File: src/rtl/seg7_pkg.sv
// Shared constants for the seven-segment display controller: active-low
// segment patterns {dp,g,f,e,d,c,b,a}, IO window sub-addresses and digit count.
package seg7_pkg;

  // Number of scanned digits on this board.
  localparam int SEG_DIGITS = 8;
  localparam int SEG_IDX_W  = $clog2(SEG_DIGITS);

  // Sub-addresses inside the segment IO window; every other value hits the mask.
  localparam logic [1:0] SEG_ADDR_LO = 2'b00;
  localparam logic [1:0] SEG_ADDR_HI = 2'b10;

  // Active-low hex glyphs, decimal point always off (bit 7 high).
  localparam logic [7:0] SEG_0     = 8'hC0;
  localparam logic [7:0] SEG_1     = 8'hF9;
  localparam logic [7:0] SEG_2     = 8'hA4;
  localparam logic [7:0] SEG_3     = 8'hB0;
  localparam logic [7:0] SEG_4     = 8'h99;
  localparam logic [7:0] SEG_5     = 8'h92;
  localparam logic [7:0] SEG_6     = 8'h82;
  localparam logic [7:0] SEG_7     = 8'hF8;
  localparam logic [7:0] SEG_8     = 8'h80;
  localparam logic [7:0] SEG_9     = 8'h90;
  localparam logic [7:0] SEG_A     = 8'h88;
  localparam logic [7:0] SEG_B     = 8'h83;
  localparam logic [7:0] SEG_C     = 8'hC6;
  localparam logic [7:0] SEG_D     = 8'hA1;
  localparam logic [7:0] SEG_E     = 8'h86;
  localparam logic [7:0] SEG_F     = 8'h8E;
  localparam logic [7:0] SEG_BLANK = 8'hFF;

  // Active-low one-hot digit enable for the given scan index.
  function automatic logic [SEG_DIGITS-1:0] digit_sel_n(input logic [SEG_IDX_W-1:0] idx);
    logic [SEG_DIGITS-1:0] onehot;
    onehot = '0;
    onehot[idx] = 1'b1;
    return ~onehot;
  endfunction

endpackage

File: src/rtl/seg7_driver_if.sv
// CPU IO write path into the segment window: decode select, write strobe,
// low address bits and the lower half of the store data.
interface seg7_driver_if;

  logic        SegCtrl;
  logic        ioWrite;
  logic [1:0]  segAddr;
  logic [15:0] write_data;

  // CPU / memory-IO side drives the write.
  modport master (
    output SegCtrl,
    output ioWrite,
    output segAddr,
    output write_data
  );

  // Display controller only ever listens; there is no read-back path.
  modport slave (
    input SegCtrl,
    input ioWrite,
    input segAddr,
    input write_data
  );

endinterface

File: src/rtl/hex_to_seg7.sv
// Combinational hex nibble to active-low seven-segment glyph, dp off.
module hex_to_seg7
  import seg7_pkg::*;
(
  input  logic [3:0] nibble,
  output logic [7:0] seg
);

  // Glyph lookup for all sixteen hex values.
  always_comb begin
    // NOTE: assigning a default before the case keeps every path driven, so no latch is inferred.
    seg = SEG_BLANK;
    case (nibble)
      4'h0: seg = SEG_0;
      4'h1: seg = SEG_1;
      4'h2: seg = SEG_2;
      4'h3: seg = SEG_3;
      4'h4: seg = SEG_4;
      4'h5: seg = SEG_5;
      4'h6: seg = SEG_6;
      4'h7: seg = SEG_7;
      4'h8: seg = SEG_8;
      4'h9: seg = SEG_9;
      4'hA: seg = SEG_A;
      4'hB: seg = SEG_B;
      4'hC: seg = SEG_C;
      4'hD: seg = SEG_D;
      4'hE: seg = SEG_E;
      4'hF: seg = SEG_F;
    endcase
  end

endmodule

File: src/rtl/seg7_driver.sv
// Eight-digit common-anode seven-segment controller on the CPU IO write path.
// Latches 32 bits of hex data plus an enable mask and scans one digit at a
// time; segment and digit-enable pins come straight from registers.
module seg7_driver
  import seg7_pkg::*;
#(
  parameter int SCAN_DIV = 20000,  // cycles each digit stays lit, 2..2^20
  parameter int DIGITS   = 8       // fixed by the board
) (
  input  logic              clock,
  input  logic              reset,  // synchronous, active-low
  seg7_driver_if.slave      bus,
  output logic [DIGITS-1:0] seg_en,
  output logic [7:0]        seg_out
);

  localparam int CNT_W = (SCAN_DIV > 1) ? $clog2(SCAN_DIV) : 1;
  localparam logic [CNT_W-1:0] CNT_LAST = CNT_W'(SCAN_DIV - 1);

  // Written registers.
  logic [15:0]           data_lo_q, data_lo_d;
  logic [15:0]           data_hi_q, data_hi_d;
  logic [DIGITS-1:0]     mask_q,    mask_d;

  // Scan state.
  logic [CNT_W-1:0]      div_cnt_q, div_cnt_d;
  logic [SEG_IDX_W-1:0]  digit_idx_q, digit_idx_d;

  // Pin registers.
  logic [DIGITS-1:0]     seg_en_q,  seg_en_d;
  logic [7:0]            seg_out_q, seg_out_d;

  logic                  wr_en;
  logic [SEG_DIGITS*4-1:0] data_all;
  logic [3:0]            nibble;
  logic [7:0]            glyph;

  assign wr_en    = bus.SegCtrl & bus.ioWrite;
  assign data_all = {data_hi_q, data_lo_q};

  // Write decode: each access replaces one whole register, so a scan never sees half a write.
  always_comb begin
    data_lo_d = data_lo_q;
    data_hi_d = data_hi_q;
    mask_d    = mask_q;
    if (wr_en) begin
      case (bus.segAddr)
        SEG_ADDR_LO: data_lo_d = bus.write_data;
        SEG_ADDR_HI: data_hi_d = bus.write_data;
        default:     mask_d    = bus.write_data[DIGITS-1:0];
      endcase
    end
  end

  // Free-running scan divider; the digit index advances on each divider wrap.
  always_comb begin
    div_cnt_d   = div_cnt_q + CNT_W'(1);
    digit_idx_d = digit_idx_q;
    if (div_cnt_q == CNT_LAST) begin
      div_cnt_d   = '0;
      digit_idx_d = digit_idx_q + SEG_IDX_W'(1);
    end
  end

  // Nibble of the digit currently being scanned.
  always_comb begin
    nibble = data_all[{digit_idx_q, 2'b00} +: 4];
  end

  hex_to_seg7 u_hex (
    .nibble (nibble),
    .seg    (glyph)
  );

  // Output pattern for the scanned digit; a masked digit stays fully dark.
  always_comb begin
    seg_en_d  = {DIGITS{1'b1}};
    seg_out_d = SEG_BLANK;
    if (mask_q[digit_idx_q]) begin
      seg_en_d  = digit_sel_n(digit_idx_q);
      seg_out_d = glyph;
    end
  end

  // State update; reset wins over any write or scan activity in the same cycle.
  always_ff @(posedge clock) begin
    // NOTE: non-blocking assignments make every flop sample the pre-edge values, avoiding ordering races.
    if (!reset) begin
      data_lo_q   <= '0;
      data_hi_q   <= '0;
      mask_q      <= {DIGITS{1'b1}};
      div_cnt_q   <= '0;
      digit_idx_q <= '0;
      seg_en_q    <= {DIGITS{1'b1}};
      seg_out_q   <= SEG_BLANK;
    end else begin
      data_lo_q   <= data_lo_d;
      data_hi_q   <= data_hi_d;
      mask_q      <= mask_d;
      div_cnt_q   <= div_cnt_d;
      digit_idx_q <= digit_idx_d;
      seg_en_q    <= seg_en_d;
      seg_out_q   <= seg_out_d;
    end
  end

  assign seg_en  = seg_en_q;
  assign seg_out = seg_out_q;

endmodule

File: src/flat_wrapper.sv
// flat-port wrapper written by rule: the top's interface ports become plain ports
module seg7_driver_flat import seg7_pkg::*;
#(
  parameter int SCAN_DIV = 20000,                                         
  parameter int DIGITS   = 8                            
)
  (clock, reset, seg_en, seg_out, bus_SegCtrl, bus_ioWrite, bus_segAddr, bus_write_data);
  seg7_driver_if bus_i ();
  input  logic clock;
  input  logic reset;
  output logic [DIGITS-1:0] seg_en;
  output logic [7:0] seg_out;
  input wire logic [$bits(bus_i.SegCtrl)-1:0] bus_SegCtrl;
  input wire logic [$bits(bus_i.ioWrite)-1:0] bus_ioWrite;
  input wire logic [$bits(bus_i.segAddr)-1:0] bus_segAddr;
  input wire logic [$bits(bus_i.write_data)-1:0] bus_write_data;
  assign bus_i.SegCtrl = bus_SegCtrl;
  assign bus_i.ioWrite = bus_ioWrite;
  assign bus_i.segAddr = bus_segAddr;
  assign bus_i.write_data = bus_write_data;
  seg7_driver #(.SCAN_DIV(SCAN_DIV), .DIGITS(DIGITS)) u_core (.clock(clock), .reset(reset), .bus(bus_i), .seg_en(seg_en), .seg_out(seg_out));
endmodule
File: config.mk
export PLATFORM = sky130hd
export DESIGN_NAME = seg7_driver_flat
export DESIGN_NICKNAME = d
export VERILOG_FILES = /design/src/rtl/seg7_pkg.sv /design/src/rtl/seg7_driver_if.sv /design/src/rtl/hex_to_seg7.sv /design/src/rtl/seg7_driver.sv /design/src/flat_wrapper.sv
export SDC_FILE = /design/constraint.sdc
export NUM_CORES = 1
export LEC_CHECK = 0
export ABC_AREA = 0
export CORE_ASPECT_RATIO = 2
export CORE_MARGIN = 5
export CORE_UTILIZATION = 55
export DETAILED_ROUTE_END_ITERATION = 6
export MAX_ROUTING_LAYER = met4
export PLACE_DENSITY = 0.75
export SKIP_LAST_GASP = 1
export SLEW_MARGIN = 25
export SYNTH_ARGS = -nofsm -noshare
export SYNTH_HDL_FRONTEND = slang
export SYNTH_SLANG_ARGS = --single-unit
File: constraint.sdc
create_clock -name clock -period 3.2 [get_ports clock]
set_input_delay 0.96 -clock clock [delete_from_list [all_inputs] [get_ports clock]]
set_output_delay 0.96 -clock clock [all_outputs]
set_load 0.05 [all_outputs]
==> summary.md, run 1 <==
| Metric | Value |
|---|---|
| Final hold violation count | `0` |
| CTS tree | `built` |
| CTS resizes | `0` |
| Starting density of the core | `55.91%` |
| Crit-path cells | `buf_4, or3b_2, a21boi_0, nor4_2, inv_1, ha_1, nand2_2, a21bo_1, a221o_1` |
| RSZ-0062 raised after global routing | `false` |
| Slew HR | `44.74%` |
| Status | `finished clean` |
| Hold Crit Start | `u_core.data_lo_q[9]$_SDFFE_PN0P_` |
| Post-layout nets | `428` |
| Setup CP Type | `register to register` |
| Top_reg_cell synth | `dfxtp_1` |
| Syn Inst Count | `367` |
| Avg Cell Area, Syn | `8.997 µm²` |
| Htree depth | `3` |
| Area Growth Syn to Fin | `20.27%` |
| Layout cells sized above 1 | `8.458%` |
| Setup repair bufs after CTS | `0` |
| Fin Setup TNS | `0 ns` |
| Place WS | `0.5828 ns` |
| Detailed Place HPWL | `4.943 mm` |
| Lkg Pwr | `0.001471 µW` |
| Root buffer cell | `clkbuf_16` |
| Post-synthesis sequential area ratio | `44.26%` |
| # port buffers | `36` |
| Nature of the critical path endpoint | `register` |
| Max Fclk | `380.2 MHz` |
| Worst R2R End | `u_core.seg_out[6]$_SDFF_PN1_` |
| Fin worst setup slack | `0.5699 ns` |
| Hold buffer count at CTS | `0` |
| Asr flop ratio synth | `0%` |
| Rows | `40` |
| Total wire length | `6.945 mm` |
| Hold crit path type | `register to register` |
| Die span in y | `119.6 µm` |
| Clk buf depth | `2` |
| Worst hold endpoint | `u_core.data_lo_q[9]$_SDFFE_PN0P_` |
| Worst EP required | `3.42 ns` |
| Startpoint Class | `register` |
| Flops & latches, synth | `73` |
| I/O Pins | `38` |
| Fillers | `475` |
| Chip Width | `64.79 µm` |
| Starting DRT DRC Count | `159` |
| Worst path bufs/invs | `2` |
| Routed wire per std cell | `14.94 µm` |
| GPL Wtd Cong | `0.8769` |
| GRT Util Overall | `20.32%` |
| P per Cell Area | `526.2 nW/µm²` |
| Delay-heaviest family, CP | `simple AND/OR/NAND/NOR gates` |
| YS warnings | `0` |
| Area contributors post-synth | `dfxtp_1 44%, nand2_1 10%, a21boi_0 7.7%` |
| MaxCap Viol Count | `0` |
| Antenna cells | `0` |
| Final setup vio count | `0` |
| First-pass GRT wire length | `11.84 mm` |
| Top post-synthesis cells by count | `90 x nand2_1, 73 x dfxtp_1, 34 x a21boi_0` |
| TritonCTS Buffers | `9` |
| Core Footprint | `5906 µm²` |
| Residual DRC count | `0` |
| Crit path max fanout | `14` |
| Clock Skew | `0.004217 ns` |
| Skew-Pair Late Insertion Delay | `0.33 ns` |
| Most common cell in the synthesized netlist | `nand2_1` |
| DIE AREA | `7747 µm²` |
| Slew at the pin closest to its max-slew limit | `0.8059 ns` |
| Slowest-stage cell, CP | `nor4_2` |
| Largest net degree at the start of global routing | `47` |
| Max incr delay on CP | `0.56 ns` |
| CTS sink cnt | `73` |
| Hold path depth | `2` |
| Synth unique cells | `47` |
| Routed vias/inst | `5.708` |
| DR pass1 iterations | `4` |
| Number of enable flip-flop cells after synthesis | `0` |
| Syn_nets | `397` |
| Final ANT Viol Nets | `0` |
| Minimum clock period | `2.630 ns` |
| Critical Path AT | `2.85 ns` |
| Vias in the first global route | `2597` |
| Grt total ovfl | `0` |
| Reg-to-reg slack, setup | `0.57 ns` |
| Number of cells on the worst reg-to-reg path | `9` |
| Initial antenna violation count | `0` |
| R2R Path Start | `u_core.digit_idx_q[0]$_SDFFE_PN0N_` |
| Mapped cell area | `3302 µm²` |
| Worst-path clk slew | `0.05 ns` |
| Fin. max-slew vios | `0` |
| Final Cycle Share | `82.19%` |
| Vias | `2654` |
| Post-synth top area cell | `dfxtp_1` |
| Max rail drop VDD | `376.8 µV` |
| Synth top area share | `44.26%` |
per-layer routing:
| layer | routed length [µm] | vias up | global-route usage, % |
|---|---|---|---|
| met3 | 271 | 14 | 3.652 |
| met2 | 3682 | 72 | 34.38 |
| met4 | 153 | 0 | 10.33 |
| met5 | 0 | - | - |
| met1 | 2837 | 1254 | 22.37 |
| li1 | - | 1314 | - |
layout make-up:
type                       count  area, µm²  area share, %
multi-input combinational    265       1707          42.97
sequential                    73       1461          36.80
timing repair buffer          41      397.9          10.02
clock buffer                  12      256.5          6.459
tap                           63      78.83          1.985
clock inverter                 3      40.04          1.008
inverter                       8      30.03         0.7561
placed cells by master (no fill, tap or decap), drive strengths merged, types with 2 or more instances in the layout:
cell type / n
nand2: 91
dfxtp: 73
clkdlybuf4s50: 36
a21boi: 34
nor2: 19
nand3: 18
clkbuf: 12
mux2i: 10
xnor2: 8
ha: 8
inv: 7
nor3: 6
mux4: 6
nand4: 6
xor2: 6
and2: 5
buf: 5
mux2: 5
or3: 4
nor2b: 4
a21oi: 3
nand2b: 3
a221o: 3
and3: 3
o21ai: 3
clkinv: 3
or3b: 2
a221oi: 2
or4: 2
nor4b: 2
and4: 2
stage by stage:
step	cell area [µm²]	utilization, %	instances	total power [µW]	hold WS, ns
3_3_place_gp	3675	62.22	450	1118	0.4475
2_1_floorplan	3302	-	367	1058	0.4389
4_1_cts	3971	67.25	465	2107	0.4685
3_5_place_dp	3675	62.22	450	1123	0.4583
5_1_grt	3971	67.25	465	2163	0.4841
6_report	3971	67.25	465	2090	0.4630
kinds of logic after synthesis:
| family | Yosys count | share of synthesized area [%] |
|---|---|---|
| xor+xnor | 14 | 3.714 |
| flops | 73 | 44.26 |
| compound gates | 52 | 12.05 |
| buf+inv | 29 | 4.055 |
| simple gates | 169 | 23.72 |
| mux | 21 | 9.057 |
| other cells | 1 | 0.1136 |
| fa+ha+maj | 8 | 3.032 |
power breakdown:
| part | internal [µW] | switching, µW | total (µW) | leakage (µW) |
|---|---|---|---|---|
| clock network | 638 | 347 | 986 | 0.000148 |
| logic | 67.5 | 88.3 | 156 | 0.000728 |
| registers | 935 | 13.6 | 949 | 0.000594 |
| total | 1640 | 449 | 2090 | 0.00147 |
worst register-to-register path: cells and delay by family, from the launching register on:
kind,cells,cell delay [ns]
AND/OR/NAND/NOR,3,0.80
AO/OA/AOI/OAI,3,0.58
buffers and inverters,2,0.46
flip-flops,1,0.41
adder cells (fa/ha/maj),1,0.27
flip-flops by register name (all words and copies together) (netlist names):
register and count:
u_core.data_lo_q 16, u_core.data_hi_q 16, u_core.digit_idx_q 3, u_core.div_cnt_q 15, u_core.seg_out 7, u_core.seg_en 8, u_core.mask_q 8
worst max path at each step:
| stage | from | cells past startpoint | endpoint | slack [ns] |
|---|---|---|---|---|
| 4_1_cts | u_core.digit_idx_q[0]$_SDFFE_PN0N_ | 9 | u_core.seg_out[6]$_SDFF_PN1_ | 0.59 |
| 3_5_place_dp | bus_ioWrite | 6 | u_core.data_hi_q[4]$_SDFFE_PN0P_ | 0.58 |
| 3_3_place_gp | bus_SegCtrl | 6 | u_core.data_hi_q[2]$_SDFFE_PN0P_ | 0.69 |
| 5_1_grt | u_core.digit_idx_q[1]$_SDFFE_PN0N_ | 8 | u_core.seg_out[6]$_SDFF_PN1_ | 0.37 |
| 2_1_floorplan | u_core.digit_idx_q[0]$_SDFFE_PN0N_ | 11 | u_core.seg_out[6]$_SDFF_PN1_ | 0.81 |
| 6_report | u_core.digit_idx_q[0]$_SDFFE_PN0N_ | 9 | u_core.seg_out[6]$_SDFF_PN1_ | 0.57 |
Power figures use the tool's default switching activity.
==> inputs of run 2 (changes only) <==
Settings changed: CORE_UTILIZATION 55 to 50, PLACE_DENSITY 0.75 to 0.72.
Clock period 3.2 ns to 2.19 ns, I/O delays scaled along.
==> summary.md, run 2 (synthesized netlist as in run 1, its figures left out) <==
| Metric | Value |
|---|---|
| Most frequent cells in the layout | `90 x nand2_1, 70 x dfxtp_1, 36 x clkdlybuf4s50_1` |
| Setup CP Type | `register to register` |
| Tightest hold margin | `0.4673 ns (+0.004273 ns)` |
| Worst EP required | `2.41 ns (-1.01 ns)` |
| CTS sink cnt | `73 (unchanged)` |
| Fin. max-slew vios | `0 (unchanged)` |
| Max Fclk | `470.2 MHz (+24%)` |
| Skew-Pair Late Insertion Delay | `0.33 ns (about the same)` |
| Root buffer cell | `clkbuf_16` |
| Clk buf depth | `2 (unchanged)` |
| Grt total ovfl | `0 (unchanged)` |
| Largest net degree at the start of global routing | `47 (unchanged)` |
| P per Cell Area | `732.8 nW/µm² (+39%)` |
| CTS tree | `built` |
| Status | `finished clean` |
| Core Footprint | `6516 µm² (+10%)` |
| Starting DRT DRC Count | `137 (-14%)` |
| RSZ-0062 raised after global routing | `false` |
| Clock Skew | `0.004416 ns (+0.0001991 ns)` |
| Lkg Pwr | `0.001568 µW (+6.6%)` |
| Area Growth Syn to Fin | `27.09%` |
| GPL Wtd Cong | `0.8143 (-7.1%)` |
| Starting density of the core | `50.67% (-5.2 points)` |
| Hold crit path type | `register to register` |
| R2R Path Start | `u_core.digit_idx_q[0]$_SDFFE_PN0N_` |
| Final Cycle Share | `97.12% (+15 points)` |
| Nature of the critical path endpoint | `register` |
| Routed vias/inst | `5.331 (-6.6%)` |
| Final setup vio count | `0 (unchanged)` |
| Minimum clock period | `2.127 ns (-0.5032 ns)` |
| Top Registers | `u_core.data_hi_q x16, u_core.data_lo_q x16, u_core.div_cnt_q x15` |
| Startpoint Class | `register` |
| Crit path from | `u_core.digit_idx_q[0]$_SDFFE_PN0N_` |
| Slowest-stage cell, CP | `mux4_2` |
| Die span in y | `124.9 µm (+4.5%)` |
| Detailed Place HPWL | `5.450 mm (+10%)` |
| First-pass GRT wire length | `12.18 mm (+2.9%)` |
| Rows | `42 (+5.0%)` |
| Critical Path AT | `2.35 ns (-0.50 ns)` |
| Total wire length | `7.245 mm (+4.3%)` |
| Post-layout nets | `447 (+4.4%)` |
| Hold Crit Start | `u_core.data_lo_q[3]$_SDFFE_PN0P_` |
| TritonCTS Buffers | `9 (unchanged)` |
| Vias | `2719 (+2.4%)` |
| Vias in the first global route | `2731 (+5.2%)` |
| Crit path max fanout | `9 (-5)` |
| Fin Setup TNS | `0 ns (unchanged)` |
| Slew at the pin closest to its max-slew limit | `0.4997 ns (-0.3062 ns)` |
| Final ANT Viol Nets | `0 (unchanged)` |
| GRT Util Overall | `19.43% (-0.89 points)` |
| Setup repair bufs after CTS | `0 (unchanged)` |
| Worst path bufs/invs | `0 (-2)` |
| # port buffers | `36 (unchanged)` |
| Htree depth | `3 (unchanged)` |
| DIE AREA | `8427 µm² (+8.8%)` |
| Routed wire per std cell | `14.21 µm (-4.9%)` |
| Post-Layout Cell Count | `510 (+9.7%)` |
| Chip Width | `67.46 µm (+4.1%)` |
| Pwr Total | `3075 µW (+47%)` |
| Worst-path clk slew | `0.06 ns (about the same)` |
| Crit-path cells | `mux4_2, mux2_2, ha_2, nand2_2, a21bo_1, a221o_1` |
| Initial antenna violation count | `0 (unchanged)` |
| Place WS | `0.01408 ns (-0.5687 ns)` |
| Commonest non-fill, non-tap cell in the layout | `nand2_1` |
| Delay-heaviest family, CP | `multiplexers` |
| Max rail drop VDD | `495.2 µV (+31%)` |
| Placed insts | `494 (+9.8%)` |
| I/O Pins | `38 (unchanged)` |
| Layout cells sized above 1 | `13.98% (+5.5 points)` |
| Final hold violation count | `0 (unchanged)` |
| MaxCap Viol Count | `0 (unchanged)` |
| Hold buffer count at CTS | `0 (unchanged)` |
| Slew HR | `66.58% (+22 points)` |
| Antenna cells | `0 (unchanged)` |
| DR pass1 iterations | `4 (unchanged)` |
| Fin worst setup slack | `0.06307 ns (-0.5068 ns)` |
| Residual DRC count | `0 (unchanged)` |
| Max incr delay on CP | `0.51 ns (-0.05 ns)` |
==> run 2: per-layer routing <==
metal | track usage (%) | up-vias | wire, µm
li1 | - | 1358 | -
met1 | 21.30 | 1291 | 2934
met2 | 31.94 | 59 | 3845
met3 | 5.415 | 11 | 309
met4 | 8.014 | 0 | 155
met5 | - | - | 0
==> run 2: repair_timing <==
item	CTS	global route
setup endpoints to repair	1	7
endpoints found under the hold margin	0	0
gates resized for setup	1	4
==> run 2: power breakdown <==
| group | leakage [µW] | switching [µW] | internal, µW |
|---|---|---|---|
| registers | 0.000596 | 20.0 | 1360 |
| clock network | 0.000142 | 541 | 908 |
| logic | 0.000830 | 132 | 110 |
==> run 2: cell type report <==
| class | instances | area [µm²] |
|---|---|---|
| Tap cell | 88 | 110.1 |
| Clock buffer | 11 | 242.7 |
| Clock inverter | 5 | 55.05 |
| Sequential cell | 73 | 1468 |
| Multi-Input combinational cell | 265 | 1709 |
| Fill cell | 588 | 2320 |
| Inverter | 8 | 33.78 |
| Timing Repair Buffer | 60 | 578.1 |
==> run 2: worst min-delay path: stages, from the launching register on <==
cell,delay (ns)
dfxtp_1,0.31
nand2_1,0.05
a21boi_0,0.06
==> run 2: worst paths after layout <==
kind	end	cells past startpoint	slack [ns]
worst max-delay path	u_core.seg_out[6]$_SDFF_PN1_	6	0.06
worst min-delay path	u_core.data_lo_q[3]$_SDFFE_PN0P_	2	0.47
worst max register to register	u_core.seg_out[6]$_SDFF_PN1_	6	0.06
worst min register to register	u_core.data_lo_q[3]$_SDFFE_PN0P_	2	0.47
==> run 2: metrics by stage <==
stage               cell area [µm²]  util [%]
floorplan                      3312         -
finish                         4197     64.40
detailed placement             3890     59.70
CTS                            4190     64.30
global placement               3890     59.70
global route                   4197     64.40
